File: config.mk
export PLATFORM = sky130hd
export DESIGN_NAME = main_fsm
export DESIGN_NICKNAME = d
export VERILOG_FILES = /design/src/rtl/main_fsm.sv
export SDC_FILE = /design/constraint.sdc
export NUM_CORES = 1
export LEC_CHECK = 0
export CAP_MARGIN = 20
export CORE_AREA = 2 2 39 41
export CTS_BUF_LIST = sky130_fd_sc_hd__clkbuf_2
export DETAILED_ROUTE_END_ITERATION = 12
export DIE_AREA = 0 0 41 43
export PLACE_DENSITY = 0.9
export REMOVE_ABC_BUFFERS = 1
export SETUP_SLACK_MARGIN = 0.1
export SYNTH_ARGS = -nofsm -noshare
export SYNTH_HDL_FRONTEND = slang
export SYNTH_SLANG_ARGS = --single-unit
File: constraint.sdc
create_clock -name clk -period 4.1 [get_ports clk]
set_clock_uncertainty 0.05 [all_clocks]
set_input_delay 0.41 -clock clk [delete_from_list [all_inputs] [get_ports clk]]
set_output_delay 0.41 -clock clk [all_outputs]
set_load 0.005 [all_outputs]
File: src/rtl/main_fsm.sv
// Multi-cycle RISC-V style main control FSM: sequences fetch, decode, memory and
// execute steps and drives datapath selects/enables from the current state.
module main_fsm #(
    parameter int OP_WIDTH     = 7,
    parameter int ALU_OP_WIDTH = 2
) (
    input  logic                    clk,
    input  logic                    rst_n,
    input  logic [OP_WIDTH-1:0]     op,
    input  logic                    Zero,
    input  logic                    mem_ready,
    output logic                    PCWrite,
    output logic                    AdrSrc,
    output logic                    MemWrite,
    output logic                    IRWrite,
    output logic [1:0]              ResultSrc,
    output logic [1:0]              ALUSrcA,
    output logic [1:0]              ALUSrcB,
    output logic [ALU_OP_WIDTH-1:0] ALUOp,
    output logic                    RegWrite,
    output logic                    illegal_op,
    output logic [3:0]              state_o
);

    typedef enum logic [3:0] {
        S_FETCH    = 4'd0,
        S_DECODE   = 4'd1,
        S_MEMADR   = 4'd2,
        S_MEMREAD  = 4'd3,
        S_MEMWB    = 4'd4,
        S_MEMWRITE = 4'd5,
        S_EXECR    = 4'd6,
        S_ALUWB    = 4'd7,
        S_EXECI    = 4'd8,
        S_JAL      = 4'd9,
        S_BEQ      = 4'd10
    } state_t;

    localparam logic [OP_WIDTH-1:0] OP_LOAD   = OP_WIDTH'(7'b0000011);
    localparam logic [OP_WIDTH-1:0] OP_STORE  = OP_WIDTH'(7'b0100011);
    localparam logic [OP_WIDTH-1:0] OP_RTYPE  = OP_WIDTH'(7'b0110011);
    localparam logic [OP_WIDTH-1:0] OP_ITYPE  = OP_WIDTH'(7'b0010011);
    localparam logic [OP_WIDTH-1:0] OP_JAL    = OP_WIDTH'(7'b1101111);
    localparam logic [OP_WIDTH-1:0] OP_BRANCH = OP_WIDTH'(7'b1100011);

    localparam logic [ALU_OP_WIDTH-1:0] ALU_ADD   = ALU_OP_WIDTH'(0);
    localparam logic [ALU_OP_WIDTH-1:0] ALU_SUB   = ALU_OP_WIDTH'(1);
    localparam logic [ALU_OP_WIDTH-1:0] ALU_FUNCT = ALU_OP_WIDTH'(2);

    localparam logic [1:0] SRCA_PC    = 2'b00;
    localparam logic [1:0] SRCA_OLDPC = 2'b01;
    localparam logic [1:0] SRCA_RS1   = 2'b10;
    localparam logic [1:0] SRCB_RS2   = 2'b00;
    localparam logic [1:0] SRCB_IMM   = 2'b01;
    localparam logic [1:0] SRCB_FOUR  = 2'b10;
    localparam logic [1:0] RES_ALUOUT = 2'b00;
    localparam logic [1:0] RES_DATA   = 2'b01;
    localparam logic [1:0] RES_ALURES = 2'b10;

    state_t state;
    state_t next_state;

    logic pc_write_c;
    logic mem_write_c;
    logic ir_write_c;
    logic reg_write_c;
    logic illegal_c;

    function automatic logic op_supported(input logic [OP_WIDTH-1:0] o);
        return (o == OP_LOAD)  || (o == OP_STORE) || (o == OP_RTYPE) ||
               (o == OP_ITYPE) || (o == OP_JAL)   || (o == OP_BRANCH);
    endfunction

    always_ff @(posedge clk or negedge rst_n) begin
        if (!rst_n) begin
            state <= S_FETCH;
        end else begin
            state <= next_state;
        end
    end

    // op is only consulted in DECODE and MEMADR; elsewhere it is a don't-care
    always_comb begin
        next_state = state;
        case (state)
            S_FETCH: begin
                if (mem_ready) begin
                    next_state = S_DECODE;
                end
            end
            S_DECODE: begin
                if ((op == OP_LOAD) || (op == OP_STORE)) begin
                    next_state = S_MEMADR;
                end else if (op == OP_RTYPE) begin
                    next_state = S_EXECR;
                end else if (op == OP_ITYPE) begin
                    next_state = S_EXECI;
                end else if (op == OP_JAL) begin
                    next_state = S_JAL;
                end else if (op == OP_BRANCH) begin
                    next_state = S_BEQ;
                end else begin
                    next_state = S_FETCH;
                end
            end
            S_MEMADR:   next_state = (op == OP_LOAD) ? S_MEMREAD : S_MEMWRITE;
            S_MEMREAD:  next_state = mem_ready ? S_MEMWB : S_MEMREAD;
            S_MEMWRITE: next_state = mem_ready ? S_FETCH : S_MEMWRITE;
            S_MEMWB:    next_state = S_FETCH;
            S_EXECR:    next_state = S_ALUWB;
            S_EXECI:    next_state = S_ALUWB;
            S_JAL:      next_state = S_ALUWB;
            S_ALUWB:    next_state = S_FETCH;
            S_BEQ:      next_state = S_FETCH;
            default:    next_state = S_FETCH;
        endcase
    end

    always_comb begin
        pc_write_c  = 1'b0;
        mem_write_c = 1'b0;
        ir_write_c  = 1'b0;
        reg_write_c = 1'b0;
        illegal_c   = 1'b0;
        AdrSrc      = 1'b0;
        ResultSrc   = RES_ALUOUT;
        ALUSrcA     = SRCA_PC;
        ALUSrcB     = SRCB_RS2;
        ALUOp       = ALU_ADD;
        case (state)
            S_FETCH: begin
                ALUSrcA    = SRCA_PC;
                ALUSrcB    = SRCB_FOUR;
                ALUOp      = ALU_ADD;
                ResultSrc  = RES_ALURES;
                ir_write_c = mem_ready;
                pc_write_c = mem_ready;
            end
            S_DECODE: begin
                ALUSrcA   = SRCA_OLDPC;
                ALUSrcB   = SRCB_IMM;
                ALUOp     = ALU_ADD;
                illegal_c = !op_supported(op);
            end
            S_MEMADR: begin
                ALUSrcA = SRCA_RS1;
                ALUSrcB = SRCB_IMM;
                ALUOp   = ALU_ADD;
            end
            S_MEMREAD: begin
                AdrSrc    = 1'b1;
                ResultSrc = RES_ALUOUT;
            end
            S_MEMWRITE: begin
                AdrSrc      = 1'b1;
                ResultSrc   = RES_ALUOUT;
                mem_write_c = mem_ready;
            end
            S_MEMWB: begin
                ResultSrc   = RES_DATA;
                reg_write_c = 1'b1;
            end
            S_EXECR: begin
                ALUSrcA = SRCA_RS1;
                ALUSrcB = SRCB_RS2;
                ALUOp   = ALU_FUNCT;
            end
            S_EXECI: begin
                ALUSrcA = SRCA_RS1;
                ALUSrcB = SRCB_IMM;
                ALUOp   = ALU_FUNCT;
            end
            S_ALUWB: begin
                ResultSrc   = RES_ALUOUT;
                reg_write_c = 1'b1;
            end
            S_JAL: begin
                ALUSrcA    = SRCA_OLDPC;
                ALUSrcB    = SRCB_FOUR;
                ALUOp      = ALU_ADD;
                ResultSrc  = RES_ALUOUT;
                pc_write_c = 1'b1;
            end
            S_BEQ: begin
                ALUSrcA    = SRCA_RS1;
                ALUSrcB    = SRCB_RS2;
                ALUOp      = ALU_SUB;
                ResultSrc  = RES_ALUOUT;
                pc_write_c = Zero;
            end
            default: begin
                pc_write_c = 1'b0;
            end
        endcase
    end

    // Enables are masked while reset is held so FETCH cannot write PC/IR early
    assign PCWrite    = rst_n & pc_write_c;
    assign MemWrite   = rst_n & mem_write_c;
    assign IRWrite    = rst_n & ir_write_c;
    assign RegWrite   = rst_n & reg_write_c;
    assign illegal_op = rst_n & illegal_c;
    assign state_o    = state;

endmodule

==> results of run 1 <==
==> path summary, 6_finish.rpt <==
kind	from	to	slack (ns)
max reg2reg	state_o[1]	state_o[1]	2.22
min	rst_n	state_o[1]	0.41
min in group clk	state_o[3]	state_o[2]	0.80
max in group asynchronous	rst_n	state_o[0]	3.34
min reg2reg	state_o[3]	state_o[2]	0.80
max	op[3]	illegal_op	1.50
==> routing by layer <==
layer  routed length [µm]  part of all wire [%]
met1                  615                    41
met4                   30                   2.0
met3                   79                   5.2
met2                  793                    52
met5                    0                     0
==> cells in the mapped netlist <==
cell type / instances / area, µm²
mux2i_1: 1 / 10.0
or4_1: 1 / 7.51
or3_1: 2 / 12.5
nor3_1: 5 / 25.0
or4_4: 1 / 11.3
buf_1: 1 / 3.75
a2111oi_0: 1 / 8.76
nand2b_1: 2 / 12.5
nand3b_1: 2 / 15.0
nor2b_1: 6 / 37.5
dfrtp_1: 4 / 100
and2_1: 1 / 6.26
clkbuf_1: 4 / 15.0
nor3b_1: 1 / 7.51
and3b_1: 2 / 17.5
or3_2: 1 / 7.51
nor2_1: 6 / 22.5
nand2_1: 9 / 33.8
o21ai_0: 2 / 10.0
o31ai_1: 1 / 7.51
o311a_1: 1 / 10.0
a41o_2: 1 / 11.3
xor2_1: 1 / 8.76
o21bai_1: 1 / 7.51
and3_1: 1 / 6.26
xnor2_1: 2 / 17.5
nor4_1: 4 / 25.0
a221o_1: 1 / 10.0
a211oi_1: 1 / 7.51
a21oi_1: 6 / 30.0
inv_1: 2 / 7.51
and4_2: 1 / 10.0
==> cells in the final DEF, fill, tap and decap left out, types with 2 or more instances in the layout <==
| master | count |
|---|---|
| xnor2_1 | 2 |
| nand2b_1 | 2 |
| dfrtp_1 | 4 |
| nand2_1 | 9 |
| clkdlybuf4s50_1 | 28 |
| nor2b_1 | 6 |
| nor4_1 | 4 |
| or3_1 | 2 |
| and3b_1 | 2 |
| nand3b_1 | 2 |
| nor2_1 | 6 |
| clkbuf_2 | 3 |
| o21ai_0 | 2 |
| inv_1 | 2 |
| nor3_1 | 5 |
| a21oi_1 | 6 |
==> kinds of logic (layout without fill, tap and decap cells) <==
logic type	count (synthesis)	count (layout)	synth area share [%]
DFF	4	4	19.1
muxes	1	1	1.91
and+or+nand+nor	45	45	49.3
buffers and inverters	7	33	5.02
AOI/OAI and AO/OA	15	15	19.6
xor gates and xnor gates	3	3	5.02
==> power breakdown <==
part / switching [mW] / leakage, nW / total (mW) / internal [mW]
clock network: 0.0175 / 0.0125 / 0.0372 / 0.0196
registers: 0.0120 / 0.0542 / 0.0542 / 0.0422
logic: 0.0320 / 0.261 / 0.0835 / 0.0515
total: 0.0615 / 0.327 / 0.175 / 0.113
==> critical path: stages <==
cell and delay (ns):
clkdlybuf4s50_1 0.47, or4_4 0.59, and4_2 0.24, clkdlybuf4s50_1 0.44
==> area by class of cell <==
class / instances / area [µm²]
well taps: 16 / 20.0
multi-input cells: 64 / 397
flip-flops and latches: 4 / 100
inverters: 2 / 7.51
clock buffers: 3 / 15.0
fillers: 121 / 564
repair buffers: 28 / 280
==> impl_metrics.py, run 1 <==
metrics = {
    "cts": {
        "ctsHtreeMaxLevel": 1,
        "clk_pin_slew_ns": 0.04,
        "postCtsHoldBufs": 0,
        "cts_resized": 0,
        "cts_tree": "done",
        "post_cts_buffers": 0,
        "insertion_delay_ns": 0.22,
        "clk_path_buf_depth": 2,
        "clkSinkCount": 4,
        "root_buffer": "clkbuf_2",
        "numCtsBuffers": 3,
    },
    "sta": {
        "tns_ns": 0,
        "setup_ws_ns": 1.50,
        "hold_violations": 0,
        "hold_ws_ns": 0.408,
        "fmax_mhz": 384,
        "period_needed_ns": 2.60,
        "timing.slew.headroom_pct": 64.0,
        "worstMarginPinSlew_ns": 0.540,
        "fin_crit_sh_pct": 63.4,
        "grt_setup_unrepaired": "false",
        "setup_viol": 0,
        "slew_violations": 0,
    },
    "synth": {
        "syn_area_per_cell_um2": 6.97,
        "synth_cell_types": 32,
        "ys_warn_count": 0,
        "synth-seq-cells": 4,
        "ys_seq_area_share_pct": 19.1,
        "syn_inst": 75,
        "syn-cell-area_um2": 523,
    },
    "route": {
        "drt_wl_total_um": 1520,
        "drt_iter0_drc": 19,
        "drtAntennaViolNets": 0,
        "via_per_inst": 5.57,
        "drc_errors": 0,
        "vias": 652,
        "routedWlPerCell_um": 13.0,
        "dr.pass1.iters": 4,
    },
    "cells_and_area": {
        "stdcell_area_um2": 820,
        "areaGrowthSynthToFinish_pct": 56.7,
        "drive_gt1_share_pct": 6.93,
        "antenna_cells": 0,
        "layout.cells.non_filler": 117,
        "fin_util_pct": 59.2,
        "num-nets-final": 114,
        "largest_reg_flops": 4,
    },
    "grt": {
        "met2_usage_pct": 29.1,
        "grt_pass1_wl_um": 2270,
        "busiest_layer": "met2",
        "grt_use_met1_pct": 22.9,
        "grt_pass1_vias": 527,
        "grt_max_degree": 21,
        "antenna_found_initial": 0,
        "met3_usage_pct": 3.14,
        "track_usage_pct": 18.3,
        "overflow": 0,
    },
    "placed_design": {
        "dpl-instance-area_um2": 805,
        "place_congestion": 0.779,
        "placedCellCount": 114,
        "port_buffers": 28,
        "place_hpwl_um": 1150,
        "pre_cts_slack_ns": 1.50,
    },
    "floorplan": {
        "rows": 14,
        "core_area_um2": 1380,
        "num_io_pins": 29,
        "dieArea_um2": 1760,
        "start_util_pct": 37.8,
        "die-width_um": 41,
        "die_y_um": 43,
    },
    "power_and_ir_drop": {
        "power.leakage_nw": 0.327,
        "cellPowerDensity_nw_per_um2": 213,
        "ir_drop_v": 0.0000736,
        "p_total_mw": 0.175,
    },
    "critical_path": {
        "setup.worst_path.end_class": "primary output",
        "arrival_ns": 2.14,
        "worstPathMaxFanout": 5,
        "critPathRequiredTime_ns": 3.64,
        "start_kind": "input port",
        "reg2reg_depth": 4,
        "criticalPathCategory": "in -> out",
    },
    "job": {
        "maxCapViolCount": 0,
    },
    "status": {
        "outcome": "complete, no violations",
    },
    "worst_hold_path": {
        "min_path_type": "in -> async",
    },
}
(Power assumes the default switching activity.)
==> run 2: changes to the inputs <==
Settings changed: CORE_AREA 2 2 39 41 to unset, CORE_UTILIZATION set to 39, DIE_AREA 0 0 41 43 to unset.
Clock period 4.1 ns to 2.5 ns, I/O delays scaled along.
==> run 2 against run 1 <==
  * Core utilization increased by 11 points
  * Die area fell by 15%
  * Combinational power is 76% higher
  * Total power increased by 70%
  * Routed wire length grew 2.8%
  * Sequential cell count is the same
  * Sequential power up 56%
  * Critical path depth unchanged
  * Count of clock-buffer cells in the layout unchanged
  * Largest cell class unchanged
  * Highest routed layer unchanged
==> impl_metrics.py, run 2 (same netlist as run 1, synthesis figures left out) <==
metrics = {
    "cts": {
        "cts_tree": "done",
        "post_cts_buffers": 0,
        "clk_path_buf_depth": 2,
        "numCtsBuffers": 3,
        "clk_pin_slew_ns": 0.06,
        "insertion_delay_ns": 0.24,
        "clkSinkCount": 4,
        "ctsHtreeMaxLevel": 1,
        "root_buffer": "clkbuf_2",
    },
    "cells_and_area": {
        "fin_util_pct": 70.6,
        "drive_gt1_share_pct": 9.80,
        "multi_input_area_um2": 397,
        "largest_reg_flops": 4,
        "final_cell_mix": "clkdlybuf4s50_1, nand2_1, nor2_1, nor2b_1, a21oi_1",
        "areaGrowthSynthToFinish_pct": 58.1,
        "antenna_cells": 0,
        "num-nets-final": 115,
        "stdcell_area_um2": 827,
        "seqCellArea_um2": 103,
        "layout_commonest_cell": "clkdlybuf4s50_1",
        "final.fill_count": 109,
        "layout.cells.non_filler": 116,
    },
    "route": {
        "met1_length_um": 662,
        "drtAntennaViolNets": 0,
        "drt_iter0_drc": 17,
        "top_layer": "met4",
        "vias": 661,
        "dr.pass1.iters": 5,
        "routedWlPerCell_um": 13.4,
        "drc_errors": 0,
        "dr_wl_met3_um": 100,
        "drt_wl_total_um": 1560,
        "route.met2.wl_um": 776,
        "via_per_inst": 5.70,
    },
    "critical_path": {
        "slowest_stage": "or4_4",
        "cpMostUsedCell": "clkdlybuf4s50_1",
        "reg2reg_depth": 4,
        "criticalPathCategory": "in -> out",
        "worstPathMaxFanout": 5,
        "r2r-start": "state_o[1]",
        "critPathRequiredTime_ns": 2.20,
        "path_cells": "clkdlybuf4s50_1, or4_4, and4_2, clkdlybuf4s50_1",
        "critical_path.startpoint": "op[3]",
        "start_kind": "input port",
        "setup.worst_path.end_class": "primary output",
        "crit_path_max_incr_delay_ns": 0.58,
        "arrival_ns": 1.99,
    },
    "floorplan": {
        "core_area_um2": 1170,
        "rows": 12,
        "die-width_um": 38.6,
        "start_util_pct": 44.7,
        "num_io_pins": 29,
        "dieArea_um2": 1490,
        "die_y_um": 38.6,
    },
    "power_and_ir_drop": {
        "ir_drop_v": 0.000164,
        "p_total_mw": 0.297,
        "power.leakage_nw": 0.329,
        "cellPowerDensity_nw_per_um2": 359,
    },
    "sta": {
        "grt_setup_unrepaired": "false",
        "slew_violations": 0,
        "fin_crit_sh_pct": 91.6,
        "period_needed_ns": 2.29,
        "setup_viol": 0,
        "tns_ns": 0,
        "fmax_mhz": 437,
        "hold_violations": 0,
        "worstMarginPinSlew_ns": 0.486,
        "timing.slew.headroom_pct": 67.6,
        "setup_ws_ns": 0.211,
        "hold_ws_ns": 0.239,
    },
    "grt": {
        "grt_max_degree": 21,
        "grt_pass1_wl_um": 2390,
        "grt_pass1_vias": 542,
        "track_usage_pct": 23.8,
        "antenna_found_initial": 0,
        "overflow": 0,
    },
    "placed_design": {
        "place_hpwl_um": 1120,
        "placedCellCount": 113,
        "place_congestion": 0.823,
        "pre_cts_slack_ns": 0.228,
        "port_buffers": 28,
        "dpl-instance-area_um2": 810,
    },
    "worst_hold_path": {
        "min_path_type": "in -> async",
    },
    "job": {
        "maxCapViolCount": 0,
    },
    "status": {
        "outcome": "complete, no violations",
    },
}
==> run 2: changes by cell type in the layout (fill, tap and decap cells not counted) <==
cell,previous run,this run
buf_4,0,1
dfrtp_2,0,2
dfrtp_1,4,2
==> run 2: final cells by class <==
type / count / share of cell area [%]
clock buffer: 3 / 1.82
inverter: 2 / 0.908
multi-input combinational: 64 / 48.0
sequential: 4 / 12.4
tap: 14 / 2.12
timing repair buffer: 29 / 34.8
==> run 2: routing by layer <==
metal  GRT usage (%)  vias to the layer above
li1                -                      337
met1            27.1                      286
met2            40.4                       36
met3            4.05                        2
met4            14.7                        0
met5               0                        -
==> run 2: final timing paths <==
check | to | slack [ns]
setup / recovery | illegal_op | 0.21
hold / removal | state_o[3] | 0.24
setup reg to reg | state_o[1] | 0.65
hold reg to reg | state_o[3] | 0.80
max in group asynchronous | state_o[1] | 1.86
min in group clk | state_o[3] | 0.71
==> run 2: what timing repair did <==
action | 4_1_cts | 5_1_grt
hold buffers | 0 | 0
gates resized for setup | 0 | 2
endpoints found under the setup margin | 0 | 2
==> run 2: worst max-delay path, delay by kind of cell <==
kind / cells / cell delay [ns]
buffers and inverters: 2 / 0.91
AND/OR/NAND/NOR: 2 / 0.83
==> run 2: power breakdown <==
group	internal (mW)	total (mW)	switching, mW
sequential	0.0694	0.0844	0.0149
clock	0.0323	0.0660	0.0337
combinational	0.0879	0.147	0.0588
total	0.190	0.297	0.107
